[src/rtl/issue_queue_alloc_requester_pkg.sv]
// Shared types for the issue-queue allocation requester: index path, group record, FSM states.
package issue_queue_alloc_requester_pkg;

    localparam int RENAME_WIDTH_DEF   = 2;
    localparam int IQ_INDEX_WIDTH_DEF = 4;

    typedef logic [IQ_INDEX_WIDTH_DEF-1:0] IssueQueueIndexPath;

    // One rename group as held in the group FIFO.
    typedef struct packed {
        logic [RENAME_WIDTH_DEF-1:0]         laneValid;
        IssueQueueIndexPath [RENAME_WIDTH_DEF-1:0] ptr;
    } IQAllocGroup;

    typedef enum logic {
        IDLE  = 1'b0,
        DRAIN = 1'b1
    } IQAllocState;

endpackage

[src/rtl/issue_queue_alloc_requester_if.sv]
// Rename / allocator / dispatch / return signals of the issue-queue allocation requester.
interface issue_queue_alloc_requester_if #(
    parameter int RENAME_WIDTH   = 2,
    parameter int IQ_INDEX_WIDTH = 4
);
    localparam int PTR_W = RENAME_WIDTH * IQ_INDEX_WIDTH;

    logic                    renGroupValid;
    logic [RENAME_WIDTH-1:0] renLaneValid;
    logic                    renReady;
    logic                    allocatable;
    logic [RENAME_WIDTH-1:0] allocate;
    logic [PTR_W-1:0]        allocatedPtr;
    logic                    dispValid;
    logic [RENAME_WIDTH-1:0] dispLaneValid;
    logic [PTR_W-1:0]        dispPtr;
    logic                    dispReady;
    logic                    flush;
    logic [RENAME_WIDTH-1:0] retValid;
    logic [PTR_W-1:0]        retPtr;
    logic                    busy;

    modport master (
        input  renGroupValid, renLaneValid, allocatable, allocatedPtr, dispReady, flush,
        output renReady, allocate, dispValid, dispLaneValid, dispPtr, retValid, retPtr, busy
    );

    modport slave (
        output renGroupValid, renLaneValid, allocatable, allocatedPtr, dispReady, flush,
        input  renReady, allocate, dispValid, dispLaneValid, dispPtr, retValid, retPtr, busy
    );

endinterface

[src/rtl/issue_queue_alloc_requester_group_fifo.sv]
// Group FIFO for allocated IQ indices; head/tail wrap by compare so any depth >= 2 works.
module iq_alloc_group_fifo #(
    parameter int DEPTH   = 2,
    parameter int GROUP_W = 10
) (
    input  logic                           clk,
    input  logic                           rst_n,
    input  logic                           push,
    input  logic [GROUP_W-1:0]             pushGroup,
    input  logic                           pop,
    output logic [GROUP_W-1:0]             headGroup,
    output logic [$clog2(DEPTH+1)-1:0]     count,
    output logic                           full
);
    localparam int IDX_W = $clog2(DEPTH);
    localparam int CNT_W = $clog2(DEPTH + 1);

    logic [GROUP_W-1:0] mem [DEPTH];
    logic [IDX_W-1:0]   head;
    logic [IDX_W-1:0]   tail;

    function automatic logic [IDX_W-1:0] nextIdx(input logic [IDX_W-1:0] idx);
        return (idx == IDX_W'(DEPTH - 1)) ? '0 : idx + 1'b1;
    endfunction

    always_ff @(posedge clk or negedge rst_n) begin
        if (!rst_n) begin
            head  <= '0;
            tail  <= '0;
            count <= '0;
        end else begin
            if (push) tail <= nextIdx(tail);
            if (pop)  head <= nextIdx(head);
            case ({push, pop})
                2'b10:   count <= count + 1'b1;
                2'b01:   count <= count - 1'b1;
                default: count <= count;
            endcase
        end
    end

    // Payload storage carries no reset; validity is tracked by count alone.
    always_ff @(posedge clk) begin
        if (push) mem[tail] <= pushGroup;
    end

    assign headGroup = mem[head];
    assign full      = (count == CNT_W'(DEPTH));

endmodule

[src/rtl/issue_queue_alloc_requester.sv]
// Rename-side issue-queue allocation requester with flush drain back to the free list.
// Optional same-cycle empty-FIFO bypass to dispatch when IQ_ALLOC_BYPASS_EN is defined.
module issue_queue_alloc_requester
    import issue_queue_alloc_requester_pkg::*;
#(
    parameter int RENAME_WIDTH   = RENAME_WIDTH_DEF,
    parameter int IQ_INDEX_WIDTH = IQ_INDEX_WIDTH_DEF,
    parameter int GROUP_DEPTH    = 2
) (
    input logic clk,
    input logic rst_n,
    issue_queue_alloc_requester_if.master io
);
    localparam int PTR_W   = RENAME_WIDTH * IQ_INDEX_WIDTH;
    localparam int GROUP_W = RENAME_WIDTH + PTR_W;
    localparam int CNT_W   = $clog2(GROUP_DEPTH + 1);

    IQAllocState             state;
    logic [CNT_W-1:0]        count;
    logic                    full;
    logic                    empty;
    logic                    idle;
    logic                    accept;
    logic                    bypass;
    logic                    headValid;
    logic                    push;
    logic                    pop;
    logic [GROUP_W-1:0]      headGroup;
    logic [RENAME_WIDTH-1:0] headLaneValid;
    logic [PTR_W-1:0]        headPtr;

    assign {headLaneValid, headPtr} = headGroup;

    assign idle      = (state == IDLE);
    assign empty     = (count == '0);
    assign accept    = io.renGroupValid && io.allocatable && !full && idle && !io.flush;
    assign headValid = !empty && idle && !io.flush;

`ifdef IQ_ALLOC_BYPASS_EN
    assign bypass = accept && empty && io.dispReady;
`else
    assign bypass = 1'b0;
`endif

    // Every DRAIN cycle retires one group, so the FIFO is popped unconditionally there.
    assign push = accept && !bypass;
    assign pop  = (headValid && io.dispReady) || !idle;

    iq_alloc_group_fifo #(
        .DEPTH   (GROUP_DEPTH),
        .GROUP_W (GROUP_W)
    ) groupFifo (
        .clk       (clk),
        .rst_n     (rst_n),
        .push      (push),
        .pushGroup ({io.renLaneValid, io.allocatedPtr}),
        .pop       (pop),
        .headGroup (headGroup),
        .count     (count),
        .full      (full)
    );

    assign io.renReady = accept;
    assign io.allocate = {RENAME_WIDTH{accept}} & io.renLaneValid;

`ifdef IQ_ALLOC_BYPASS_EN
    assign io.dispValid     = headValid || bypass;
    assign io.dispLaneValid = bypass ? io.renLaneValid : (headValid ? headLaneValid : '0);
    assign io.dispPtr       = bypass ? io.allocatedPtr : (headValid ? headPtr : '0);
`else
    assign io.dispValid     = headValid;
    assign io.dispLaneValid = headValid ? headLaneValid : '0;
    assign io.dispPtr       = headValid ? headPtr : '0;
`endif

    assign io.retValid = idle ? '0 : headLaneValid;
    assign io.retPtr   = idle ? '0 : headPtr;
    assign io.busy     = !idle;

    // Flush suppresses push/pop, so the count seen here is the count after the flush cycle.
    always_ff @(posedge clk or negedge rst_n) begin
        if (!rst_n) begin
            state <= IDLE;
        end else begin
            case (state)
                IDLE:    if (io.flush && !empty) state <= DRAIN;
                DRAIN:   if (count == CNT_W'(1)) state <= IDLE;
                default: state <= IDLE;
            endcase
        end
    end

endmodule
[src/flat_wrapper.sv]
// flat-port wrapper written by rule: the top's interface ports become plain ports
module issue_queue_alloc_requester_flat import issue_queue_alloc_requester_pkg::*;
#(
    parameter int RENAME_WIDTH   = RENAME_WIDTH_DEF,
    parameter int IQ_INDEX_WIDTH = IQ_INDEX_WIDTH_DEF,
    parameter int GROUP_DEPTH    = 2
)
  (clk, rst_n, io_renGroupValid, io_renLaneValid, io_allocatable, io_allocatedPtr, io_dispReady, io_flush, io_renReady, io_allocate, io_dispValid, io_dispLaneValid, io_dispPtr, io_retValid, io_retPtr, io_busy);
  issue_queue_alloc_requester_if #(.RENAME_WIDTH(RENAME_WIDTH), .IQ_INDEX_WIDTH(IQ_INDEX_WIDTH)) io_i ();
  input logic clk;
  input logic rst_n;
  input wire logic [$bits(io_i.renGroupValid)-1:0] io_renGroupValid;
  input wire logic [$bits(io_i.renLaneValid)-1:0] io_renLaneValid;
  input wire logic [$bits(io_i.allocatable)-1:0] io_allocatable;
  input wire logic [$bits(io_i.allocatedPtr)-1:0] io_allocatedPtr;
  input wire logic [$bits(io_i.dispReady)-1:0] io_dispReady;
  input wire logic [$bits(io_i.flush)-1:0] io_flush;
  output wire logic [$bits(io_i.renReady)-1:0] io_renReady;
  output wire logic [$bits(io_i.allocate)-1:0] io_allocate;
  output wire logic [$bits(io_i.dispValid)-1:0] io_dispValid;
  output wire logic [$bits(io_i.dispLaneValid)-1:0] io_dispLaneValid;
  output wire logic [$bits(io_i.dispPtr)-1:0] io_dispPtr;
  output wire logic [$bits(io_i.retValid)-1:0] io_retValid;
  output wire logic [$bits(io_i.retPtr)-1:0] io_retPtr;
  output wire logic [$bits(io_i.busy)-1:0] io_busy;
  assign io_i.renGroupValid = io_renGroupValid;
  assign io_i.renLaneValid = io_renLaneValid;
  assign io_i.allocatable = io_allocatable;
  assign io_i.allocatedPtr = io_allocatedPtr;
  assign io_i.dispReady = io_dispReady;
  assign io_i.flush = io_flush;
  assign io_renReady = io_i.renReady;
  assign io_allocate = io_i.allocate;
  assign io_dispValid = io_i.dispValid;
  assign io_dispLaneValid = io_i.dispLaneValid;
  assign io_dispPtr = io_i.dispPtr;
  assign io_retValid = io_i.retValid;
  assign io_retPtr = io_i.retPtr;
  assign io_busy = io_i.busy;
  issue_queue_alloc_requester #(.RENAME_WIDTH(RENAME_WIDTH), .IQ_INDEX_WIDTH(IQ_INDEX_WIDTH), .GROUP_DEPTH(GROUP_DEPTH)) u_core (.clk(clk), .rst_n(rst_n), .io(io_i));
endmodule
[config.mk]
export PLATFORM = sky130hd
export DESIGN_NAME = issue_queue_alloc_requester_flat
export DESIGN_NICKNAME = d
export VERILOG_FILES = /design/src/rtl/issue_queue_alloc_requester_pkg.sv /design/src/rtl/issue_queue_alloc_requester_if.sv /design/src/rtl/issue_queue_alloc_requester_group_fifo.sv /design/src/rtl/issue_queue_alloc_requester.sv /design/src/flat_wrapper.sv
export SDC_FILE = /design/constraint.sdc
export NUM_CORES = 1
export LEC_CHECK = 0
export CORE_MARGIN = 3
export CORE_UTILIZATION = 41
export CTS_BUF_LIST = sky130_fd_sc_hd__clkbuf_4 sky130_fd_sc_hd__clkbuf_8
export CTS_CLUSTER_DIAMETER = 80
export DETAILED_ROUTE_END_ITERATION = 10
export GPL_TIMING_DRIVEN = 0
export HOLD_SLACK_MARGIN = 0.1
export PLACE_DENSITY = 0.78
export SLEW_MARGIN = 0
export SYNTH_ARGS = -nofsm -noshare
export SYNTH_HDL_FRONTEND = slang
export SYNTH_SLANG_ARGS = --single-unit
[constraint.sdc]
create_clock -name clk -period 2.3 [get_ports clk]
set_clock_uncertainty 0.15 [all_clocks]
set_input_delay 0.46 -clock clk [delete_from_list [all_inputs] [get_ports clk]]
set_output_delay 0.46 -clock clk [all_outputs]
set_load 0.02 [all_outputs]
==> results.yml <==
synthesis:
  syn_inst: 84
  ys_ff_latch: 25
  ys_seq_area_share_pct: 64.7
  syn_area_um2: 1120
  synth_nets: 104
  ys_types: 19
  ys_warn_count: 0
  syn_area_per_cell_um2: 13.3
layout:
  stdcell_area_um2: 1720
  antenna_cells: 0
  final_nets: 156
  fill_cells: 192
  syn2layout_area_growth_pct: 53.1
  drive_above_1_share_pct: 34.1
power_and_ir_drop:
  p_leak_uw: 0.000727
  peakVddDrop_mv: 0.772
  powerDensity_nw_per_um2: 1060
  totalPowerFinal_uw: 1820
clock_tree:
  clk_pin_slew_worst_paths_ps: 140
  hold_buffers: 0
  clockBufferDepth: 2
  clkSinkCount: 25
  cts_tree: "built"
  clk_latency_ps: 310
  htreeDepth: 1
  root_buffer: "clkbuf_4"
  numCtsBuffers: 3
setup_path:
  cp_slowest_cell: "dfrtp_1"
  crit_path_max_fanout: 5
  max_stage_delay_ps: 390
  arrival_ps: 1770
  critPathCaptureType: "output port"
  crit_path_cell_trace: "inv_1, ha_2, or3_4, clkbuf_8, nor2_2, buf_6"
  cp_num_buf_inv: 3
  cp.required_ps: 1690
  start_kind: "flop"
  critical_path.top_delay_family: "simple AND/OR/NAND/NOR gates"
  path_class: "reg2out"
route:
  via_per_inst: 4.85
  ant_nets: 0
  vias: 801
  drc: 0
  drt-pass1-iter-count: 4
  wl_per_cell_um: 15.1
  routed_wl_mm: 2.49
  drtIter0Drc: 9
min_path:
  hp-class: "in2async"
grt:
  use_met2_pct: 28.1
  antenna_found_initial: 0
  grt_max_degree: 15
  gr-max-usage-layer: "met2"
  grtUsageMet1_pct: 18.6
  met3_usage_pct: 1.75
  grt-ovfl-total: 0
  grt_util_all_layers_pct: 15.2
  grt_pass1_vias: 844
  grt_pass1_wl_mm: 3.93
place:
  place_ws_ps: -690
  dpl_cell_area_um2: 1560
  dp_hpwl_mm: 1.69
  gp_congestion: 0.703
  io_buffers: 40
floorplanning:
  pin_count: 41
  fp.coreArea_um2: 2540
  die_w_um: 58.3
  row_count: 18
  die_y_um: 58.3
  dieArea_um2: 3400
  start_util_pct: 44.1
timing:
  setup_slack_ps: -79.9
  setup_viol_count_final: 13
  fin_crit_sh_pct: 103
  tightest_slew_ps: 509
  max_slew_margin_pct: 66.0
  tns_ps: -713
  max_freq_ghz: 0.420
  rsz0062_at_grt: "true"
  drv_slew: 0
  hold_viol_final: 0
  min_period_ps: 2380
status:
  outcome: "finished with violations"
  violations: "negative setup slack"
flow_run:
  maxCapViolCount: 0
## sequential cells by signal, summed over array words and instances (netlist names)
signal / flops
u_core.groupFifo.mem: 20
u_core.groupFifo.count: 2
u_core.groupFifo.tail: 1
u_core.groupFifo.head: 1
u_core.io.busy: 1
## synth_stat cells
| cell | count | area (µm²) |
|---|---|---|
| edfxtp_1 | 20 | 601 |
| clkbuf_1 | 2 | 7.51 |
| or4_1 | 1 | 7.51 |
| o21ai_0 | 1 | 5.00 |
| dfrtp_1 | 5 | 125 |
| a21o_1 | 1 | 7.51 |
| ha_1 | 4 | 50.1 |
| nand2_1 | 2 | 7.51 |
| nand2b_1 | 1 | 6.26 |
| or3_1 | 1 | 6.26 |
| xnor2_1 | 3 | 26.3 |
| nor2b_1 | 10 | 62.6 |
| and2_1 | 3 | 18.8 |
| inv_1 | 3 | 11.3 |
| xor2_1 | 1 | 8.76 |
| mux2i_1 | 11 | 110 |
| clkinv_2 | 1 | 5.00 |
| nor2_1 | 12 | 45.0 |
| buf_2 | 2 | 10.0 |
## worst reg2reg max path, stage by stage, from the launching register on
cell and delay (ps):
dfrtp_1 420, buf_6 130, ha_4 140, or4_4 450
clkinv_4 80, and2_1 450
## final timing paths
| path | startpoint | endpoint | slack (ps) | cells past startpoint |
|---|---|---|---|---|
| max in group asynchronous | rst_n | u_core.groupFifo.head | 1610 | 1 |
| setup reg to reg | u_core.groupFifo.count[1] | u_core.groupFifo.mem[1][8] | 140 | 5 |
| hold / removal | rst_n | u_core.groupFifo.count[0] | 200 | 1 |
| setup / recovery | u_core.groupFifo.count[1] | io_dispLaneValid[1] | -80 | 6 |
| hold reg to reg | u_core.groupFifo.tail | u_core.groupFifo.tail | 410 | 1 |
| min in group clk | u_core.groupFifo.tail | u_core.groupFifo.tail | 410 | 1 |
## what timing repair did
item	CTS	global route
endpoints found under the setup margin	44	15
cloned	1	0
pin swaps	3	0
gates resized for setup	118	3
setup buffers	6	1
## stage by stage
step | hold slack [ps] | std cells | util (%)
after floorplan | 14.4 | 84 | -
after global placement | 331 | 154 | 61.3
after detailed placement | 343 | 154 | 61.3
after CTS | 205 | 165 | 67.2
after global routing | 220 | 165 | 67.5
final | 198 | 165 | 67.5
## cell families after synthesis
kind of cell	synth area share (%)
AOI/OAI and AO/OA	1.12
xor gates and xnor gates	3.13
adders and majority gates	4.46
buffers and inverters	3.01
DFF	64.7
muxes	9.82
and+or+nand+nor	13.7
## power by group
group | switching, µW | internal [µW] | total, µW
Clock | 126 | 64.9 | 191
Sequential | 48.9 | 556 | 605
Combinational | 530 | 498 | 1030
## routing by layer
metal / wire [µm] / vias up
met1: 977 / 384
met3: 96 / 4
met5: 0 / -
met4: 23 / 0
li1: - / 386
met2: 1400 / 27
## placed cells by master (no fill, tap or decap)
master and instances:
dlygate4sd2_1 13, mux2i_1 9, nand2b_1 1, mux2i_2 2, nor2b_1 10, nor2_2 4
buf_4 12, buf_2 1, inv_2 1, xnor2_1 3, ha_1 2, o21ai_0 1
nor2_4 3, dfrtp_1 5, nand2_1 2, or4_4 1, clkbuf_4 4, nor2_1 5
clkinv_4 1, xor2_1 1, clkinv_2 1, a21o_1 1, inv_1 2, ha_2 1
ha_4 1, or3_4 1, clkbuf_8 2, and2_4 2, clkdlybuf4s50_1 13, and2_1 1
edfxtp_1 20, buf_6 9
## cell type report
| type | count | area [µm²] | area share [%] |
|---|---|---|---|
| multi-input cells | 51 | 430 | 25.1 |
| well taps | 30 | 37.5 | 2.19 |
| flip-flops and latches | 25 | 726 | 42.3 |
| repair buffers | 48 | 447 | 26.0 |
| clock buffers | 3 | 22.5 | 1.31 |
| inverters | 4 | 20.0 | 1.17 |
| plain buffers | 3 | 28.8 | 1.68 |
| clock inverters | 1 | 5.00 | 0.292 |
(Power assumes the default switching activity.)
